[src/rtl/slot_pkg.sv]
// Shared types and helpers for the reel spin controller: FSM states,
// random-to-symbol folding and the per-reel auto-stop point.
package slot_pkg;

    typedef enum logic [0:0] {
        IDLE = 1'b0,
        SPIN = 1'b1
    } spin_state_t;

    // Fold an out-of-range random value back into the legal symbol range.
    function automatic int unsigned sym_map(input int unsigned m, input int unsigned num_syms);
        if (m >= num_syms) begin
            return m - num_syms;
        end else begin
            return m;
        end
    endfunction

    function automatic int unsigned stop_point(input int unsigned spin_ticks,
                                               input int unsigned num_reels,
                                               input int unsigned stagger,
                                               input int unsigned reel);
        return spin_ticks - (num_reels - 32'd1 - reel) * stagger;
    endfunction

endpackage

[src/rtl/reel_tick_gen.sv]
// Free-running divider with one registered tick pulse per reel; reel i
// ticks on each rising edge of divider bit BASE_DIV_W-1+i.
module reel_tick_gen #(
    parameter int NUM_REELS  = 3,
    parameter int BASE_DIV_W = 20
) (
    input  logic                 clk,
    input  logic                 rst,
    output logic [NUM_REELS-1:0] tick
);

    localparam int DIV_W = BASE_DIV_W + NUM_REELS;

    logic [DIV_W-1:0]     div_r;
    logic [NUM_REELS-1:0] bit_q_r;
    logic [NUM_REELS-1:0] tick_r;
    logic [NUM_REELS-1:0] bits_s;

    assign bits_s = div_r[BASE_DIV_W-1 +: NUM_REELS];

    // Divider count plus delayed tap bits for edge detection.
    always_ff @(posedge clk or posedge rst) begin
        if (rst) begin
            div_r   <= '0;
            bit_q_r <= '0;
            tick_r  <= '0;
        end else begin
            div_r   <= div_r + DIV_W'(1);
            bit_q_r <= bits_s;
            tick_r  <= bits_s & ~bit_q_r;
        end
    end

    assign tick = tick_r;

endmodule

[src/rtl/reel_spin_controller.sv]
// N-reel slot sequencer: start edge detect, per-reel spinning, staggered
// auto-stop, player early stop, final match flags and a completion pulse.
module reel_spin_controller
    import slot_pkg::*;
#(
    parameter int NUM_REELS      = 3,
    parameter int SYM_W          = 3,
    parameter int NUM_SYMS       = 8,
    parameter int BASE_DIV_W     = 20,
    parameter int SPIN_TICKS     = 20,
    parameter int STOP_STAGGER   = 1,
    parameter int MIN_SPIN_TICKS = 4
) (
    input  logic                       clk,
    input  logic                       rst,
    input  logic                       start,
    input  logic [NUM_REELS-1:0]       stop_req,
    input  logic [NUM_REELS*SYM_W-1:0] rnd,
    output logic [NUM_REELS*SYM_W-1:0] sym_idx,
    output logic [NUM_REELS-1:0]       reel_stopped,
    output logic                       busy,
    output logic                       done,
    output logic                       all_match,
    output logic                       pair_match
);

    localparam int CNT_W = $clog2(SPIN_TICKS + 1);

    logic [NUM_REELS-1:0] tick_s;

    reel_tick_gen #(
        .NUM_REELS  (NUM_REELS),
        .BASE_DIV_W (BASE_DIV_W)
    ) u_tick_gen (
        .clk  (clk),
        .rst  (rst),
        .tick (tick_s)
    );

    spin_state_t          state_r, state_s;
    logic                 start_q_r;
    logic [CNT_W-1:0]     cnt_r, cnt_s;
    logic [NUM_REELS-1:0] stopped_r, stopped_s;
    logic [SYM_W-1:0]     sym_r [NUM_REELS];
    logic [SYM_W-1:0]     sym_s [NUM_REELS];
    logic [SYM_W-1:0]     mapped_s [NUM_REELS];
    logic                 busy_r, busy_s, done_r, done_s;
    logic                 all_match_r, all_match_s, pair_match_r, pair_match_s;
    logic                 all_eq_s, pair_eq_s, start_edge_s;
    logic [NUM_REELS-1:0] auto_stop_s, early_stop_s;

    assign start_edge_s = start & ~start_q_r;

    // Per-reel stop conditions and the mapped random symbol.
    always_comb begin
        for (int i = 0; i < NUM_REELS; i++) begin
            mapped_s[i]     = SYM_W'(sym_map(32'(rnd[i*SYM_W +: SYM_W]), NUM_SYMS));
            auto_stop_s[i]  = tick_s[0] &&
                              ((32'(cnt_r) + 32'd1) == stop_point(SPIN_TICKS, NUM_REELS, STOP_STAGGER, i));
            early_stop_s[i] = stop_req[i] && (32'(cnt_r) >= 32'(MIN_SPIN_TICKS));
        end
    end

    // Match detection over the currently held symbols.
    always_comb begin
        all_eq_s  = 1'b1;
        pair_eq_s = 1'b0;
        for (int i = 1; i < NUM_REELS; i++) begin
            all_eq_s = all_eq_s & (sym_r[i] == sym_r[0]);
        end
        for (int i = 0; i < NUM_REELS - 1; i++) begin
            pair_eq_s = pair_eq_s | (sym_r[i] == sym_r[i+1]);
        end
    end

    // Next-state and next-output logic.
    always_comb begin
        state_s      = state_r;
        cnt_s        = cnt_r;
        stopped_s    = stopped_r;
        sym_s        = sym_r;
        busy_s       = busy_r;
        done_s       = 1'b0;
        all_match_s  = all_match_r;
        pair_match_s = pair_match_r;
        case (state_r)
            IDLE: begin
                if (start_edge_s) begin
                    state_s      = SPIN;
                    busy_s       = 1'b1;
                    cnt_s        = '0;
                    stopped_s    = '0;
                    all_match_s  = 1'b0;
                    pair_match_s = 1'b0;
                end else begin
                    state_s = IDLE;
                end
            end
            SPIN: begin
                if (&stopped_r) begin
                    state_s      = IDLE;
                    busy_s       = 1'b0;
                    done_s       = 1'b1;
                    all_match_s  = all_eq_s;
                    pair_match_s = pair_eq_s;
                end else begin
                    if (tick_s[0] && (cnt_r < CNT_W'(SPIN_TICKS))) begin
                        cnt_s = cnt_r + CNT_W'(1);
                    end else begin
                        cnt_s = cnt_r;
                    end
                    // Tick, auto-stop and early stop all load the same value,
                    // so coincident events collapse into a single update.
                    for (int i = 0; i < NUM_REELS; i++) begin
                        if (!stopped_r[i] && (tick_s[i] || auto_stop_s[i] || early_stop_s[i])) begin
                            sym_s[i] = mapped_s[i];
                        end else begin
                            sym_s[i] = sym_r[i];
                        end
                        if (!stopped_r[i] && (auto_stop_s[i] || early_stop_s[i])) begin
                            stopped_s[i] = 1'b1;
                        end else begin
                            stopped_s[i] = stopped_r[i];
                        end
                    end
                end
            end
            default: begin
                state_s = IDLE;
                busy_s  = 1'b0;
            end
        endcase
    end

    // State and output registers.
    always_ff @(posedge clk or posedge rst) begin
        if (rst) begin
            state_r      <= IDLE;
            start_q_r    <= 1'b0;
            cnt_r        <= '0;
            stopped_r    <= '1;
            busy_r       <= 1'b0;
            done_r       <= 1'b0;
            all_match_r  <= 1'b0;
            pair_match_r <= 1'b0;
            for (int i = 0; i < NUM_REELS; i++) begin
                sym_r[i] <= SYM_W'(i % NUM_SYMS);
            end
        end else begin
            state_r      <= state_s;
            start_q_r    <= start;
            cnt_r        <= cnt_s;
            stopped_r    <= stopped_s;
            busy_r       <= busy_s;
            done_r       <= done_s;
            all_match_r  <= all_match_s;
            pair_match_r <= pair_match_s;
            sym_r        <= sym_s;
        end
    end

    for (genvar gi = 0; gi < NUM_REELS; gi++) begin : g_sym_out
        assign sym_idx[gi*SYM_W +: SYM_W] = sym_r[gi];
    end

    assign reel_stopped = stopped_r;
    assign busy         = busy_r;
    assign done         = done_r;
    assign all_match    = all_match_r;
    assign pair_match   = pair_match_r;

endmodule

[config.mk]
export PLATFORM = sky130hd
export DESIGN_NAME = reel_spin_controller
export DESIGN_NICKNAME = d
export VERILOG_FILES = /design/src/rtl/slot_pkg.sv /design/src/rtl/reel_tick_gen.sv /design/src/rtl/reel_spin_controller.sv
export SDC_FILE = /design/constraint.sdc
export NUM_CORES = 1
export LEC_CHECK = 0
export ABC_AREA = 0
export CAP_MARGIN = 20
export CORE_ASPECT_RATIO = 0.8
export CORE_MARGIN = 4
export CORE_UTILIZATION = 50
export CTS_BUF_LIST = sky130_fd_sc_hd__clkbuf_4 sky130_fd_sc_hd__clkbuf_8
export DETAILED_ROUTE_END_ITERATION = 12
export GPL_TIMING_DRIVEN = 0
export PLACE_DENSITY_LB_ADDON = 0.25
export SKIP_CTS_REPAIR_TIMING = 1
export SYNTH_ARGS = -nofsm -noshare
export SYNTH_HDL_FRONTEND = slang
export SYNTH_SLANG_ARGS = --single-unit
[constraint.sdc]
create_clock -name clk -period 5.8 [get_ports clk]
set_clock_uncertainty 0.15 [all_clocks]
set_input_delay 0.87 -clock clk [delete_from_list [all_inputs] [get_ports clk]]
set_output_delay 0.87 -clock clk [all_outputs]
set_load 0.005 [all_outputs]
# ---- Word level (Yosys, flattened, before mapping)
# Cells that the tools add are included.
dict set report word_totals {
  wordCells 100
  output_inout_bits 16
  input_bits 15
  register_bits 52
}
dict set report op_classes {
  n_eq_ne 14
  magnitude_cmp 2
  n_reduce_logical 34
  n_addsub 3
  bitwise_logic 8
  mux 23
}
# operator count
set ops {}
lappend ops {{32-bit by 5-bit equality test with 1-bit output (second input constant)} 2}
lappend ops {{3-bit AND reduction} 8}
lappend ops {{23-bit by 1-bit adder with 23-bit output (second input constant)} 1}
lappend ops {{5-bit two-way mux} 3}
lappend ops {{1-bit logical AND} 13}
lappend ops {{3-bit equality test} 4}
lappend ops {{1-bit two-way mux} 12}
lappend ops {{2-bit by 1-bit inequality test with 1-bit output (second input constant)} 5}
lappend ops {{5-bit one-hot mux with 2 select lines} 1}
lappend ops {{1-bit logical OR} 9}
lappend ops {{1-bit one-hot mux with 2 select lines} 4}
lappend ops {{5-bit by 1-bit adder with 6-bit output (second input constant)} 1}
lappend ops {{6-bit by 5-bit equality test with 1-bit output (second input constant)} 1}
lappend ops {{3-bit two-way mux} 2}
lappend ops {{3-bit one-hot mux with 2 select lines} 1}
lappend ops {{5-bit by 1-bit adder with 5-bit output (second input constant)} 1}
lappend ops {{5-bit by 3-bit >= comparator with 1-bit output (second input constant)} 1}
lappend ops {{5-bit less-than comparator (second input constant)} 1}
lappend ops {{2-bit inequality test (second input constant)} 2}
lappend ops {{3-bit bitwise AND} 1}
lappend ops {{1-bit zero test} 3}
lappend ops {{1-bit NOT} 3}
lappend ops {{3-bit NOT} 1}
lappend ops {{1-bit bitwise AND} 2}
lappend ops {{other kinds (2)} 2}

# ---- Depth between registers and ports, before layout
# Gate-level depths: netlist of the first run.
dict set report logic_depth {
  ltp_word 8
  depth_mapped 7
  mapped_depth_nobuf 7
}

# ---- Modules after synthesis
# A second synthesis of the first run with hierarchy kept.
dict set report unflattened {
  hier_cells 205
  area_unflattened_um2 2409.8
}
# module cells_each n_inst seq_area_each_um2 area_each_um2
set modules_own_cells {}
lappend modules_own_cells {reel_spin_controller 116 1 581.8 1282.5}
lappend modules_own_cells {reel_tick_gen 89 1 700.7 1127.3}

# ---- Worst setup path after synthesis of the first run
# No wires, ideal clock.
dict set report synth_path {
  path_type {flip-flop to flip-flop}
  start {reg cnt_r[0]}
  end {reg sym_r, in the netlist sym_idx[4]}
  stages_incl_launch_ff 7
  t_required_ns 5.525
  setup_slack_ns 3.717
  setup_time_ns 0.125
  t_arrival_ns 1.808
  synth_period_minus_slack_ns 2.083
  cell_sequence {dfrtp_1 ha_1 nand3_2 or4_4 o311ai_4 o21ai_4 mux2_4}
}
dict set report synth_between {
  elab_chain_cells 7
}
# item line_no
set synth_lines {}
lappend synth_lines {{from (decl)} reel_spin_controller.sv:42} ;# logic [CNT_W-1:0] cnt_r, cnt_s;
lappend synth_lines {{from (signal assigned)} reel_spin_controller.sv:152} ;# cnt_r <= cnt_s;
lappend synth_lines {{5-bit by 1-bit adder with 6-bit output} reel_spin_controller.sv:59} ;# ((32'(cnt_r) + 32'd1) == stop_point(SPIN_TICKS, NUM_REELS, STOP_STAGGER, i));
lappend synth_lines {{32-bit by 5-bit equality test with 1-bit output} reel_spin_controller.sv:59}
lappend synth_lines {{1-bit logical AND} reel_spin_controller.sv:58} ;# auto_stop_s[i] = tick_s[0] &&
lappend synth_lines {{1-bit logical OR} reel_spin_controller.sv:115} ;# if (!stopped_r[i] && (tick_s[i] || auto_stop_s[i] || early_stop_s[i])) begin
lappend synth_lines {{1-bit logical OR (*)} reel_spin_controller.sv:115}
lappend synth_lines {{1-bit logical AND (*)} reel_spin_controller.sv:115}
lappend synth_lines {{3-bit AND reduction (no line) (*)} -}
lappend synth_lines {{to (signal, indexed assignment)} reel_spin_controller.sv:147} ;# sym_r[i] <= SYM_W'(i % NUM_SYMS);
lappend synth_lines {{to (signal assigned)} reel_spin_controller.sv:158} ;# sym_r <= sym_s;
lappend synth_lines {{to (decl)} reel_spin_controller.sv:44} ;# logic [SYM_W-1:0] sym_r [NUM_REELS];
# Every way passes the cells marked *; elsewhere a longest branch is shown, timed or not.
# A chain may end at the register's enable or synchronous reset.

# ---- Final worst setup path of the first run
dict set report layout_path {
  start {reg stopped_r[0], in the netlist reel_stopped[0]}
  end {out reel_stopped[0]}
}
# item line_no
set layout_rtl {}
lappend layout_rtl {{from (decl)} reel_spin_controller.sv:43} ;# logic [NUM_REELS-1:0] stopped_r, stopped_s;
lappend layout_rtl {{from (signal assigned)} reel_spin_controller.sv:153} ;# stopped_r <= stopped_s;
lappend layout_rtl {{to (decl)} reel_spin_controller.sv:20} ;# output logic [NUM_REELS-1:0] reel_stopped,
# No word-level cell between the ends.

==> results of run 1 <==
## cell families after synthesis
group / after synthesis
AO/OA/AOI/OAI: 22
XOR/XNOR: 31
adder cells (fa/ha/maj): 6
buffers and inverters: 10
flip-flops: 51
multiplexers: 9
AND/OR/NAND/NOR: 70
## registers in the layout, summed over array words and instances (netlist names), 3 cells and up
signal              cells
u_tick_gen.div_r       22
sym_idx                 9
cnt_r                   5
reel_stopped            3
u_tick_gen.bit_q_r      3
u_tick_gen.tick         3
## per-layer routing
layer / part of all wire [%] / vias up
met2: 44 / 31
met3: 5.2 / 7
li1: - / 766
met4: 1.9 / 0
met1: 49 / 749
met5: 0 / -
## worst max-delay path by stage
stage,from,to,slack (ps),cells after the start
after floorplan,rst,all_match$_DFFE_PP0P_,3560,1
after global placement,rst,state_r$_DFF_PP0_,2610,2
after detailed placement,start,cnt_r[1]$_DFFE_PP0P_,3240,5
after CTS,reel_stopped[2]$_DFFE_PP1P_,reel_stopped[2],3360,1
after global routing,reel_stopped[2]$_DFFE_PP1P_,reel_stopped[2],3330,1
final,reel_stopped[0]$_DFFE_PP1P_,reel_stopped[0],3380,1
## layout by cell type, fill, tap and decap left out, types with 6 or more instances in the layout
cell type	n
xor2_1	10
clkdlybuf4s50_1	30
xnor2_1	21
nand4_1	9
ha_1	6
nand3_1	11
dfrtp_1	46
mux2_1	6
o21ai_1	9
nand2_1	22
## where the power goes
| part | leakage, nW | internal, mW | switching [mW] | total [mW] |
|---|---|---|---|---|
| clock | 0.0402 | 0.0841 | 0.118 | 0.202 |
| combinational | 0.560 | 0.168 | 0.0950 | 0.263 |
| sequential | 0.659 | 0.417 | 0.0636 | 0.481 |
| total | 1.26 | 0.669 | 0.277 | 0.946 |
## stage by stage
step / hold WS, ps / util (%)
5_1_grt: 254 / 64.7
2_1_floorplan: 228 / -
6_report: 239 / 64.7
4_1_cts: 242 / 64.7
3_3_place_gp: 230 / 62.2
3_5_place_dp: 232 / 62.7
## area by class of cell
type,count,area share (%)
Buffer,4,0.798
Clock buffer,5,2.44
Clock inverter,3,0.709
Inverter,6,0.798
Multi-Input combinational cell,138,36.0
Sequential cell,51,45.4
Tap cell,57,2.53
Timing Repair Buffer,31,11.3
==> metrics.csv, run 1 <==
metric,value,unit
synth.most_common_cell,dfrtp_1,
postSynthAreaPerCell,11.8,um2
power,946,uW
tightest_slew,779,ps
wire_per_inst,13.6,um
layout.area.seq,0.00128,mm2
dpl_cell_area,0.00274,mm2
busiest_layer,met2,
drc,0,
synth_top_area_share,49.1,%
drt_iter0_markers,53,
max_freq,413,MHz
whs_path_depth,1,
routabilityCongestion,0.867,
synth_top_area_cell,dfrtp_1,
synth_compound_area_share,7.21,%
period_minus_slack,2420,ps
final_area,0.00282,mm2
worst_setup_path_end_kind,output port,
relSlewSlack,47.7,%
holdPathEnd,u_tick_gen.tick[1]$_DFF_PP0_,
final_cells,295,
synth_seq_area_share,54.7,%
yosys.area_share.simple,16.6,%
die_w,84.5,um
cp_num_buf_inv,1,
synth_top_family_by_area,simple AND/OR/NAND/NOR gates,
vias,1553,
worst_ep_required_time,4780,ps
path_clk_slew,90,ps
ys_warn_count,0,
r2r-end,sym_idx[4]$_DFFE_PP0P_,
antenna_found_initial,0,
cpMaxStageDelayCell,dfstp_2,
die_area,0.00585,mm2
arrival,1400,ps
power_density,335,mW/mm2
track_usage,14.8,%
cts_sinks,51,
rsz0062_at_grt,no,
grt_overflow_total,0,
portBuffers,30,
start_util,53.7,%
synthXorXnorAreaFrac,11.6,%
p_leak,1.26,nW
synthCells,199,
io_pins,31,
fin_crit_sh,41.7,%
drive_above_1_share,10.1,%
worst-r2r-cell-count,6,
hp-class,register to register,
drt-pass1-iter-count,4,
cts.path.max_buffers,2,
path_cells,clkdlybuf4s50_1,
synth_common_cells,"dfrtp_1 (46), nand2_1 (22), xnor2_1 (21)",
die_h,69.2,um
wirelength,4020,um
synthFlopType,dfrtp_1,
hold_viol_final,0,
timing.rr.start,cnt_r[0]$_DFFE_PP0P_,
grt_use_met3,3.80,%
muxShareOfSynthArea,4.81,%
min-delay-start,u_tick_gen.bit_q_r[1]$_DFF_PP0_,
grt_pass1_vias,1511,
synth_nets,220,
multiInputGateArea,0.00102,mm2
critPathTopFamily,flip-flops,
rows,21,
synth_area,0.00234,mm2
ys_types,38,
slowest_delay,580,ps
yosys.area_share.adder,3.20,%
synth_edf_count,0,
critPathMaxFanout,5,
clock_latency,310,ps
area_growth,20.5,%
synth-seq-cells,51,
cts_buffers,5,
grt_pass1_wl,6910,um
diodes,0,
status,"complete, no violations",
start_kind,register,
cap_violations,0,
grt_max_degree,43,
grtUsageMet2,22.2,%
drv_slew,0,
finalSetupViolations,0,
htree_levels,2,
synthTopCellsByArea,"dfrtp_1 (49%), xnor2_1 (7.8%), dfstp_2 (5.6%)",
dpl.hpwl,2970,um
nets,258,
fillers,367,
cts_tree,yes,
crit_type,register to output port,
layout_setup_ws,3380,ps
rrSetupSlack,3570,ps
core,0.00436,mm2
avgViaCountPerCell,5.26,
placed_cells_incl_taps,287,
use_met1,20.4,%
final_antenna_net_count,0,
setup_tns,0,ps
ys_async_sr_fraction,100,%
cts_root_buf,clkbuf_8,
ir_worst_vdd,0.000188,V
place_ws,3240,ps
Note: power is estimated with default switching activity, not from simulation.
==> inputs of run 2 (changes only) <==
==> constraint.sdc (replaced) <==
create_clock -name clk -period 2.1 [get_ports clk]
set_clock_uncertainty 0.15 [all_clocks]
set_input_delay 0.315 -clock clk [delete_from_list [all_inputs] [get_ports clk]]
set_output_delay 0.315 -clock clk [all_outputs]
set_load 0.005 [all_outputs]
==> run 2 against run 1 <==
Against the previous run: critical path depth up 5; final area up 1.5%; die area unchanged; hold slack worse by 150 ps; count of clock-buffer cells in the layout unchanged; clock power rose to 2.8 times the previous value; non-clock buffer count up 1; flip-flop and latch count unchanged; highest routed layer unchanged.
==> metrics.csv, run 2 (synthesized netlist as in run 1, its figures left out) <==
metric,value,unit,change
status,"complete, no violations",,
path_cells,"ha_4, nand3_4, or4_4, o311ai_4, o21ai_4, mux2_4",,
nets,259,,+0.39%
p_comb_share,27.9,%,about the same
wirelength,4080,um,+1.4%
final_antenna_net_count,0,,unchanged
hp-class,input port to async pin,,
power_density,913,mW/mm2,+170%
arrival,2070,ps,+670 ps
final_common_cell,dfrtp_1,,
drt-pass1-iter-count,4,,unchanged
top_register,u_tick_gen.div_r,,
area_growth,22.3,%,
routabilityCongestion,0.867,,unchanged
rsz0062_at_grt,no,,
slowest_delay,500,ps,-80 ps
grt_overflow_total,0,,unchanged
dpl.hpwl,2970,um,unchanged
grt_max_degree,43,,unchanged
wire_per_inst,13.8,um,+1.0%
cts_sinks,51,,unchanged
worst_ep_required_time,2140,ps,-2640 ps
path_clk_slew,90,ps,about the same
cpMaxStageDelayCell,or4_4,,
drt_iter0_markers,47,,-11%
critPathMaxFanout,7,,+2
layout_common_cells,"dfrtp_1 (44), clkdlybuf4s50_1 (30), nand2_1 (22), xnor2_1 (21), nand3_1 (11)",,
relSlewSlack,60.7,%,+13 points
p_seq_share,50.9,%,about the same
tightest_slew,585,ps,-193 ps
finish.utilization,65.7,%,+0.98 points
track_usage,14.8,%,unchanged
start_util,53.7,%,unchanged
die_w,84.5,um,unchanged
cts_tree,yes,,
cts.path.max_buffers,2,,unchanged
portBuffers,30,,unchanged
start_kind,register,,
cap_violations,0,,unchanged
diodes,0,,unchanged
fin_crit_sh,96.5,%,
htree_levels,2,,unchanged
hold_viol_final,0,,unchanged
internal_power,1.85,mW,+180%
period_minus_slack,2030,ps,
final_area,0.00287,mm2,+1.5%
grt_pass1_vias,1511,,unchanged
max_freq,493,MHz,
finalSetupViolations,0,,unchanged
rrSetupSlack,70,ps,-3500 ps
largest_reg_flops,22,,unchanged
vias,1560,,+0.45%
power,2.62,mW,+180%
drv_slew,0,,unchanged
p_sw,766,uW,+180%
crit_type,register to register,,
clock_latency,310,ps,about the same
die_h,69.2,um,unchanged
cts_buffers,5,,unchanged
p_clk_share,21.2,%,-0.2 points
drc,0,,unchanged
grt_pass1_wl,6910,um,unchanged
final_cells,296,,+0.34%
worst_setup_path_end_kind,register,,
antenna_found_initial,0,,unchanged
drive_above_1_share,13.0,%,+2.9 points
die_area,0.00585,mm2,unchanged
placed_cells_incl_taps,287,,unchanged
core,0.00436,mm2,unchanged
rows,21,,unchanged
ir_worst_vdd,0.000500,V,+170%
cts_root_buf,clkbuf_8,,
io_pins,31,,unchanged
dpl_cell_area,0.00274,mm2,unchanged
p_leak,1.26,nW,about the same
avgViaCountPerCell,5.27,,+0.11%
p_sw_share,29.3,%,about the same
run 2: layer usage:
metal | vias to the layer above | track usage (%) | part of all wire (%)
li1 | 768 | - | -
met1 | 753 | 20.4 | 48
met2 | 32 | 22.2 | 44
met3 | 7 | 3.80 | 5.8
met4 | 0 | 6.50 | 1.8
met5 | - | 0 | 0
run 2: layout make-up:
class / count / area (um2)
Clock inverter: 3 / 20.0
Buffer: 4 / 22.5
Tap cell: 57 / 71.3
Fill cell: 363 / 1500
Sequential cell: 51 / 1280
Multi-Input combinational cell: 138 / 1050
Inverter: 6 / 22.5
Timing Repair Buffer: 32 / 328
Clock buffer: 5 / 68.8
run 2: power groups by stage:
stage	clock network (mW)	logic, mW	registers [mW]
2_1_floorplan	0	0.375	1.32
5_1_grt	0.613	0.797	1.36
3_5_place_dp	0	0.734	1.35
3_3_place_gp	0	0.710	1.35
6_report	0.556	0.731	1.33
4_1_cts	0.583	0.738	1.33
run 2: final timing paths:
path	from	endpoint	cells past startpoint
setup / recovery	cnt_r[1]$_DFFE_PP0P_	sym_idx[4]$_DFFE_PP0P_	6
hold / removal	rst	u_tick_gen.div_r[4]$_DFF_PP0_	2
setup reg to reg	cnt_r[1]$_DFFE_PP0P_	sym_idx[4]$_DFFE_PP0P_	6
hold reg to reg	u_tick_gen.bit_q_r[1]$_DFF_PP0_	u_tick_gen.tick[1]$_DFF_PP0_	1
max in group asynchronous	rst	reel_stopped[1]$_DFFE_PP1P_	3
min in group clk	u_tick_gen.bit_q_r[1]$_DFF_PP0_	u_tick_gen.tick[1]$_DFF_PP0_	1
run 2: critical path: cells and delay by family, from the launching register on:
family          cells  cell delay (ps)
simple gates        2              600
flops               1              450
mux                 1              300
compound gates      2              220
fa+ha+maj           1              190
run 2: per-stage QoR:
stage	setup WS (ps)	hold slack (ps)	TNS [ps]
2_1_floorplan	16.5	196	0
3_3_place_gp	-538	230	-25600
3_5_place_dp	-122	232	-499
4_1_cts	-143	78.7	-645
5_1_grt	0.799	96.6	0
6_report	72.5	84.5	0
